==> config.mk <==
export PLATFORM = sky130hd
export DESIGN_NAME = bus_arbiter_flat
export DESIGN_NICKNAME = d
export VERILOG_FILES = /design/src/rtl/bus_arbiter_if.sv /design/src/rtl/bus_arbiter.sv /design/src/flat_wrapper.sv
export SDC_FILE = /design/constraint.sdc
export NUM_CORES = 1
export LEC_CHECK = 0
export CORE_AREA = 2 2 138 140
export DETAILED_ROUTE_END_ITERATION = 8
export DIE_AREA = 0 0 140 142
export PLACE_DENSITY = 0.54
export SYNTH_ARGS = -nofsm -noshare
export SYNTH_HDL_FRONTEND = slang
export SYNTH_SLANG_ARGS = --single-unit
export TNS_END_PERCENT = 1
==> constraint.sdc <==
create_clock -name clock -period 3.7 [get_ports clock]
set_input_delay 0.74 -clock clock [delete_from_list [all_inputs] [get_ports clock]]
set_output_delay 0.74 -clock clock [all_outputs]
set_load 0.01 [all_outputs]
==> src/rtl/bus_arbiter_if.sv <==
// Shared-memory bus bundle between the three masters, the arbiter and the slave.
//
// Handshake: a master raises m_read/m_write with address/data and holds them
// until it sees its m_wait low on a clock edge. That edge completes one beat.
// The master keeps its grant for as long as it holds a strobe. Dropping both
// strobes ends the transaction and frees the bus. The slave stretches a beat by
// holding s_wait high.
//
// Modport "master" is the arbiter's view, because the arbiter masters the slave
// bus. Modport "slave" is the view of the surrounding system: the masters'
// requests plus the slave's responses.
interface bus_arbiter_if #(
  parameter int AWIDTH = 32,
  parameter int DWIDTH = 32
);
  logic [2:0]          m_read;
  logic [2:0]          m_write;
  logic [3*AWIDTH-1:0] m_addr;
  logic [3*DWIDTH-1:0] m_writedata;
  logic [11:0]         m_byteenable;
  logic [2:0]          m_wait;
  logic [2:0]          m_error;
  logic [DWIDTH-1:0]   m_readdata;
  logic [2:0]          grant;
  logic                s_read;
  logic                s_write;
  logic [AWIDTH-1:0]   s_addr;
  logic [DWIDTH-1:0]   s_writedata;
  logic [3:0]          s_byteenable;
  logic [DWIDTH-1:0]   s_readdata;
  logic                s_wait;

  modport master (
    input  m_read, m_write, m_addr, m_writedata, m_byteenable,
    input  s_readdata, s_wait,
    output m_wait, m_error, m_readdata, grant,
    output s_read, s_write, s_addr, s_writedata, s_byteenable
  );

  modport slave (
    output m_read, m_write, m_addr, m_writedata, m_byteenable,
    output s_readdata, s_wait,
    input  m_wait, m_error, m_readdata, grant,
    input  s_read, s_write, s_addr, s_writedata, s_byteenable
  );
endinterface

==> src/rtl/bus_arbiter.sv <==
// Three-master / one-slave round-robin arbiter for the shared memory bus.
// A grant is held for a whole transaction. Losers are stalled on m_wait.
// A slave that keeps s_wait high for TIMEOUT granted cycles causes a bus
// error on the owning master. The error is held until that master lets go.
module bus_arbiter #(
  parameter int AWIDTH  = 32,
  parameter int DWIDTH  = 32,
  parameter int TIMEOUT = 1024
) (
  input  logic             clock,
  input  logic             reset_n,
  bus_arbiter_if.master    bus,
  output logic [1:0]       o_dbg_state
);

  localparam int CW = $clog2(TIMEOUT);

  typedef enum logic [1:0] {
    ST_IDLE  = 2'd0,
    ST_GRANT = 2'd1,
    ST_ERROR = 2'd2
  } state_t;

  state_t          r_state;
  logic [2:0]      r_grant;
  logic [1:0]      r_last;    // last winner; also the current owner while granted
  logic [CW-1:0]   r_cnt;
  logic [2:0]      r_error;

  state_t          w_state_nxt;
  logic [2:0]      w_grant_nxt;
  logic [1:0]      w_last_nxt;
  logic [CW-1:0]   w_cnt_nxt;
  logic [2:0]      w_error_nxt;
  logic [2:0]      w_req;
  logic [1:0]      w_win;
  logic            w_owner_req;

  // First requester in the order last+1, last+2, last (mod 3).
  function automatic logic [1:0] rr_pick(input logic [2:0] req, input logic [1:0] last);
    logic [1:0] idx;
    logic       found;
    rr_pick = 2'd0;
    found   = 1'b0;
    for (int k = 1; k <= 3; k++) begin
      idx = 2'((int'(last) + k) % 3);
      if (!found && req[idx]) begin
        rr_pick = idx;
        found   = 1'b1;
      end
    end
  endfunction

  assign w_req       = bus.m_read | bus.m_write;
  assign w_win       = rr_pick(w_req, r_last);
  assign w_owner_req = w_req[r_last];

  // State register. Reset is asynchronous, so the slave strobes drop at once.
  always_ff @(posedge clock or negedge reset_n) begin
    if (!reset_n) begin
      r_state <= ST_IDLE;
      r_grant <= 3'b000;
      r_last  <= 2'd2;
      r_cnt   <= '0;
      r_error <= 3'b000;
    end else begin
      r_state <= w_state_nxt;
      r_grant <= w_grant_nxt;
      r_last  <= w_last_nxt;
      r_cnt   <= w_cnt_nxt;
      r_error <= w_error_nxt;
    end
  end

  // Next-state logic: arbitration, release, and the slave-timeout watchdog.
  always_comb begin
    w_state_nxt = r_state;
    w_grant_nxt = r_grant;
    w_last_nxt  = r_last;
    w_cnt_nxt   = r_cnt;
    w_error_nxt = r_error;
    case (r_state)
      ST_IDLE: begin
        w_cnt_nxt = '0;
        if (|w_req) begin
          w_grant_nxt = 3'b001 << w_win;
          w_last_nxt  = w_win;
          w_state_nxt = ST_GRANT;
        end
      end
      ST_GRANT: begin
        if (!w_owner_req) begin
          // Release wins over any pending request; arbitration happens in IDLE.
          w_state_nxt = ST_IDLE;
          w_grant_nxt = 3'b000;
          w_cnt_nxt   = '0;
        end else if (bus.s_wait) begin
          if (r_cnt == CW'(TIMEOUT - 1)) begin
            w_state_nxt = ST_ERROR;
            w_error_nxt = 3'b001 << r_last;
            w_cnt_nxt   = '0;
          end else begin
            w_cnt_nxt = r_cnt + 1'b1;
          end
        end else begin
          w_cnt_nxt = '0;
        end
      end
      ST_ERROR: begin
        w_cnt_nxt = '0;
        if (!w_owner_req) begin
          w_state_nxt = ST_IDLE;
          w_grant_nxt = 3'b000;
          w_error_nxt = 3'b000;
        end
      end
      default: begin
        w_state_nxt = ST_IDLE;
        w_grant_nxt = 3'b000;
        w_cnt_nxt   = '0;
        w_error_nxt = 3'b000;
      end
    endcase
  end

  // Output mux: only an error-free owner reaches the slave; everyone else waits.
  always_comb begin
    bus.s_read       = 1'b0;
    bus.s_write      = 1'b0;
    bus.s_addr       = '0;
    bus.s_writedata  = '0;
    bus.s_byteenable = 4'b0000;
    bus.m_wait       = 3'b111;
    if (r_state == ST_GRANT) begin
      bus.s_read         = bus.m_read[r_last];
      bus.s_write        = bus.m_write[r_last];
      bus.s_addr         = bus.m_addr[r_last*AWIDTH +: AWIDTH];
      bus.s_writedata    = bus.m_writedata[r_last*DWIDTH +: DWIDTH];
      bus.s_byteenable   = bus.m_byteenable[r_last*4 +: 4];
      bus.m_wait[r_last] = bus.s_wait;
    end
  end

  assign bus.grant      = r_grant;
  assign bus.m_error    = r_error;
  assign bus.m_readdata = bus.s_readdata;
  assign o_dbg_state    = r_state;

endmodule

==> src/flat_wrapper.sv <==
// flat-port wrapper written by rule: the top's interface ports become plain ports
module bus_arbiter_flat 
#(
  parameter int AWIDTH  = 32,
  parameter int DWIDTH  = 32,
  parameter int TIMEOUT = 1024
)
  (clock, reset_n, o_dbg_state, bus_m_read, bus_m_write, bus_m_addr, bus_m_writedata, bus_m_byteenable, bus_s_readdata, bus_s_wait, bus_m_wait, bus_m_error, bus_m_readdata, bus_grant, bus_s_read, bus_s_write, bus_s_addr, bus_s_writedata, bus_s_byteenable);
  bus_arbiter_if #(.AWIDTH(AWIDTH), .DWIDTH(DWIDTH)) bus_i ();
  input  logic clock;
  input  logic reset_n;
  output logic [1:0] o_dbg_state;
  input wire logic [$bits(bus_i.m_read)-1:0] bus_m_read;
  input wire logic [$bits(bus_i.m_write)-1:0] bus_m_write;
  input wire logic [$bits(bus_i.m_addr)-1:0] bus_m_addr;
  input wire logic [$bits(bus_i.m_writedata)-1:0] bus_m_writedata;
  input wire logic [$bits(bus_i.m_byteenable)-1:0] bus_m_byteenable;
  input wire logic [$bits(bus_i.s_readdata)-1:0] bus_s_readdata;
  input wire logic [$bits(bus_i.s_wait)-1:0] bus_s_wait;
  output wire logic [$bits(bus_i.m_wait)-1:0] bus_m_wait;
  output wire logic [$bits(bus_i.m_error)-1:0] bus_m_error;
  output wire logic [$bits(bus_i.m_readdata)-1:0] bus_m_readdata;
  output wire logic [$bits(bus_i.grant)-1:0] bus_grant;
  output wire logic [$bits(bus_i.s_read)-1:0] bus_s_read;
  output wire logic [$bits(bus_i.s_write)-1:0] bus_s_write;
  output wire logic [$bits(bus_i.s_addr)-1:0] bus_s_addr;
  output wire logic [$bits(bus_i.s_writedata)-1:0] bus_s_writedata;
  output wire logic [$bits(bus_i.s_byteenable)-1:0] bus_s_byteenable;
  assign bus_i.m_read = bus_m_read;
  assign bus_i.m_write = bus_m_write;
  assign bus_i.m_addr = bus_m_addr;
  assign bus_i.m_writedata = bus_m_writedata;
  assign bus_i.m_byteenable = bus_m_byteenable;
  assign bus_i.s_readdata = bus_s_readdata;
  assign bus_i.s_wait = bus_s_wait;
  assign bus_m_wait = bus_i.m_wait;
  assign bus_m_error = bus_i.m_error;
  assign bus_m_readdata = bus_i.m_readdata;
  assign bus_grant = bus_i.grant;
  assign bus_s_read = bus_i.s_read;
  assign bus_s_write = bus_i.s_write;
  assign bus_s_addr = bus_i.s_addr;
  assign bus_s_writedata = bus_i.s_writedata;
  assign bus_s_byteenable = bus_i.s_byteenable;
  bus_arbiter #(.AWIDTH(AWIDTH), .DWIDTH(DWIDTH), .TIMEOUT(TIMEOUT)) u_core (.clock(clock), .reset_n(reset_n), .bus(bus_i), .o_dbg_state(o_dbg_state));
endmodule
* Yosys cells after proc, flatten, opt, wreduce, memory -nomap -nowiden
Cells that the tools add are included.
** Word-level totals
- Bits in registers :: 20
- Bits of input ports :: 245
- Output and inout port bits :: 113
- Word-level logic and storage cells :: 91
** Operators by class
- $add $sub $neg :: 4
- Divide/modulo/power cells :: 3
- Order comparisons :: 5
- Equal/unequal tests :: 11
- Shifts and indexed selects :: 5
- Mux-type cells :: 42
- Bitwise logic cells :: 4
- Reductions and logical operators :: 12
** Operators with widths (count)
- 96-bit by 8-bit indexed part select with 32-bit output :: 2
- 32-bit by 3-bit modulo with 32-bit output, second input constant :: 3
- 32-bit two-way mux :: 2
- 10-bit two-way mux :: 4
- 3-bit two-way mux :: 6
- 2-bit two-way mux :: 8
- 1-bit binary-select mux with 2-bit select :: 6
- 2-bit by 3-bit < comparator with 1-bit output, second input constant :: 4
- 12-bit by 5-bit indexed part select with 4-bit output :: 1
- 1-bit two-way mux :: 11
- 10-bit by 1-bit adder with 10-bit output, second input constant :: 1
- 10-bit equality test, second input constant :: 1
- 3-bit one-hot mux with 3 select lines :: 1
- 2-bit by 2-bit adder with 3-bit output, second input constant :: 2
- 2-bit by 1-bit != test with 1-bit output, second input constant :: 3
- 2-bit != test, second input constant :: 3
- 3-bit != test, second input constant :: 2
- 3-bit bitwise OR :: 2
- 2-bit one-hot mux with 3 select lines :: 1
- 3-bit one-hot mux with 2 select lines :: 1
- 1-bit by 2-bit left shift with 3-bit output, first input constant :: 2
- 5-bit AND reduction :: 1
- 4-bit two-way mux :: 1
- 2-bit AND reduction :: 2
- 13 further kinds :: 16

* Logic depth before layout (Yosys ltp)
- Word-level depth :: 14
- Mapped depth :: 10
- Depth with buffers taken out :: 7

* Worst setup path before layout
Ideal clock, no wire load.
- Kind :: register to register
- Start :: register u_core.r_last[1]
- End :: register u_core.r_grant[1], in the netlist u_core.bus.grant[1]
- Library setup time :: 0.121 ns
- Data arrival time :: 2.758 ns
- Data required time :: 3.579 ns
- Slack :: 0.821 ns
- Stages on the path, launching flop included :: 10
- Path buffers :: 3
- Clock period less this slack :: 2.879 ns
- Cells stage by stage :: dfstp_2 clkbuf_1 buf_2 inv_1 ha_1 clkbuf_1 or4_1 a32oi_1 nor3b_1 a22o_1
** Between the ends
- Word-level cells in the longest chain between the ends :: 14
- Elaborated cells between the ends (all ways) :: 28
- Those cells by class :: add/sub: 3; div: 3; eq/ne: 1; shift: 1; mux: 15; reduce/logical: 5
** RTL lines
- start, declared :: line bus_arbiter.sv:26 : logic [1:0] r_last;
- start signal, assigned :: line bus_arbiter.sv:69 : r_last <= w_last_nxt;
- 2-bit by 1-bit adder with 3-bit output :: line bus_arbiter.sv:46 : idx = 2'((int'(last) + k) % 3);
- 32-bit by 3-bit modulo with 32-bit output :: line bus_arbiter.sv:46
- 1-bit binary-select mux with 2-bit select :: line bus_arbiter.sv:47 : if (!found && req[idx]) begin
- 1-bit two-way mux (not written as such) :: line bus_arbiter.sv:47
- 1-bit two-way mux :: line bus_arbiter.sv:47
- 1-bit zero test :: line bus_arbiter.sv:47
- 1-bit logical AND :: line bus_arbiter.sv:47
- 1-bit two-way mux :: line bus_arbiter.sv:47
- 1-bit zero test :: line bus_arbiter.sv:47
- 1-bit logical AND :: line bus_arbiter.sv:47
- 2-bit two-way mux :: line bus_arbiter.sv:47
- 1-bit by 2-bit left shift with 3-bit output :: line bus_arbiter.sv:86 : w_grant_nxt = 3'b001 << w_win;
- 3-bit two-way mux :: line bus_arbiter.sv:85 : if (|w_req) begin
- 3-bit one-hot mux with 2 select lines :: line bus_arbiter.sv:82 : case (r_state)
- end signal, assigned :: line bus_arbiter.sv:68 : r_grant <= w_grant_nxt;
- end, declared :: line bus_arbiter.sv:25 : logic [2:0] r_grant;
Several ways; a longest one is shown, not always the timed one. The select of a mux whose other input is x is not followed.
A chain may end at the register's enable or synchronous reset.

* Worst setup path after layout
- Start :: register u_core.r_last[1]
- End :: output bus_s_addr[25]
** Between the ends
- Word-level cells in the longest chain between the ends :: 2
** RTL lines
- 96-bit by 8-bit indexed part select with 32-bit output :: line bus_arbiter.sv:137 : bus.s_addr = bus.m_addr[r_last*AWIDTH +: AWIDTH];
- 32-bit two-way mux :: line bus_arbiter.sv:134 : if (r_state == ST_GRANT) begin
- end, declared :: line flat_wrapper.sv:26 : output wire logic [$bits(bus_i.s_addr)-1:0] bus_s_addr;
Every way passes these cells.

==> run metrics <==
drt first-iter violations 252; GRT Util Overall roughly 15%; sequential fraction of the synthesis area around 15%; largest cells by area after synthesis mux2i_1, dfrtp_1, nor2b_1; critical path startpoint category register; Post-synth EDFFs 0; clk_lat worst skew ~260 ps; hold buffer count at CTS 0; Slew Limit Headroom about two fifths; Cell Area, Synth ~0.0034 sq mm; Non-Filler Instances 956; Fin Setup TNS 0 ps; ANT nets after route 0; Slew @ Worst Pin around 900 ps; Worst Setup End Kind output port; Syn. warnings 0; # setup viols final 0; clk buf depth 2; Sw Share 44.78%; Yosys top cell by area mux2i_1; Num Clock Sinks 20; RSZ-0062 raised after global routing false; VDD IR max roughly 0.28 mV; DR WL/cell between 15 and 20 um; most frequent cells in the layout clkdlybuf4s50_1, nor2_1, a21oi_1; most common cell after layout, fill and taps aside clkdlybuf4s50_1; PD cells around 560 mW/mm^2; GPL Wtd Cong ~0.83; Synthesized Nets 735; Final Net Count 977; Worst-path clk slew approximately 50 ps; register bit total from synthesis 20; Avg Synthesized Cell Area 7.073 sq um; Avg Vias per Cell around 4.4; fin crit share approximately 87%; initial antenna violation count 0; Num CTS Buffers 3; cts repair resizes 0; WHS between 400 and 500 ps; count of cell types in the netlist 46; Post-DP HPWL 12390 um; Tot Pwr roughly 3.6 mW; fmax between 300 and 400 MHz; Tmin final between 3000 and 4000 ps; FF/Latch Area approximately 510 sq um; Post-CTS Setup Bufs 0; Comb power frac 84.3%; Starting Density a little under a fifth; clk root buf clkbuf_16; fillers a little under 2k; first-pass GRT wire length approximately 23000 um; total congestion overflow 0; share of total power in sequential cells 8.8%; WS Path Type register to output port; proportion of layout cells with a drive suffix above 1 3.878%; # placed instances 952; # IOs between 300 and 400; core area between 0.015 and 0.02 sq mm; FP Rows 50; Multi-input gate area roughly 0.0025 sq mm; IO Port Bufs approximately 290; Critical Path RT between 2000 and 3000 ps; Remaining DRCs 20; Leak 2.385 nW; failing checks design-rule violations; pin count of the biggest net entering global routing 40; cells after synthesis 481; Area Overhead vs Synth 89.52%; Slew Viols, Final 0; critical path arrival ~2500 ps; FFs w/ async S/R, synth 100.0%; maximum fanout along the worst path 26; H-tree levels 1; final hold vios 0; WL final 15700 um; Antenna diodes 0; post-synth top area share roughly 20%; die area about 0.020 sq mm; vias in the first global route 4227; Power Internal ~2.0 mW; die width 140 um; max-cap violations 0; Vias about 4.2k; status complete, but fails checks; CTS tree yes; Die Y roughly 140 um; dominant synthesized flop cell dfrtp_1; HP Class register to register; clock skew about 5.3 ps; NetSw about 1.6 mW; clock group share of total power between 6 and 7%; TritonRoute pass-1 iters 6
[per-stage QoR]
| step | cell area (sq um) | setup WS (ps) | utilization [%] |
|---|---|---|---|
| floorplan | 3402 | 820.7 | - |
| global placement | 6359 | 773.1 | 34.45 |
| global route | 6447 | 331.5 | 34.94 |
| detailed placement | 6359 | 745.2 | 34.45 |
| CTS | 6447 | 495.1 | 34.94 |
| finish | 6447 | 499.3 | 34.94 |
[final timing paths]
kind	from	endpoint	slack, ps	cells after the start
setup / recovery	u_core.r_last[1]	bus_s_addr[25]	500	6
hold / removal	u_core.bus.grant[0]	u_core.bus.grant[0]	490	1
setup reg to reg	u_core.r_last[1]	u_core.bus.grant[1]	860	6
hold reg to reg	u_core.bus.grant[0]	u_core.bus.grant[0]	490	1
max in group asynchronous	reset_n	u_core.r_last[0]	2100	1
min in group asynchronous	reset_n	u_core.bus.grant[1]	990	1
[state kept, by name, summed over array words and instances, names as in the netlist]
signal / cells
u_core.r_cnt: 10
u_core.o_dbg_state: 2
u_core.bus.grant: 3
u_core.bus.m_error: 3
u_core.r_last: 2
[worst max-delay path: stages (launching register included)]
cell and delay [ps]:
dfstp_4 830, buf_12 260, mux2i_1 210, nor2_1 50, a21oi_1 260, nor2b_1 90
clkdlybuf4s50_1 480
[layer usage]
layer / part of all wire, % / up-vias / GRT usage [%]
met1: 42 / 1905 / 18.22
li1: - / 2098 / -
met5: 0 / - / 0
met4: 1.4 / 0 / 2.711
met3: 8.6 / 20 / 4.139
met2: 48 / 202 / 25.69
[cell families (layout without fill, tap and decap cells)]
| logic type | count (synthesis) | count (layout) | share of synthesized area, % |
|---|---|---|---|
| and+or+nand+nor | 193 | 193 | 29.13 |
| AOI/OAI and AO/OA | 102 | 102 | 17.10 |
| buffers and inverters | 77 | 318 | 12.39 |
| muxes | 72 | 72 | 21.26 |
| DFF | 20 | 20 | 14.75 |
| adders and majority gates | 9 | 9 | 3.310 |
| xor gates and xnor gates | 8 | 8 | 2.060 |
[Yosys cell counts, drive strengths merged (6+ instances only)]
library cell	n
nor2	82
a21oi	72
mux2i	70
nor2b	70
buf	43
clkbuf	22
dfrtp	19
inv	12
ha	9
nor3	9
nand2	8
o21ai	8
xor2	6
[layout make-up]
| type | count | share of cell area [%] |
|---|---|---|
| repair buffers | 302 | 46.92 |
| multi-input cells | 384 | 38.60 |
| flip-flops and latches | 20 | 7.860 |
| well taps | 234 | 4.541 |
| clock buffers | 4 | 1.378 |
| inverters | 12 | 0.6986 |
[power by group through the flow]
stage	sequential [mW]	combinational (mW)	clock [mW]
finish	0.320	3.06	0.249
global route	0.328	3.34	0.268
CTS	0.322	3.10	0.258
detailed placement	0.326	3.08	0
global placement	0.326	3.10	0
floorplan	0.286	1.71	0
Note: power is estimated with default switching activity, not from simulation.
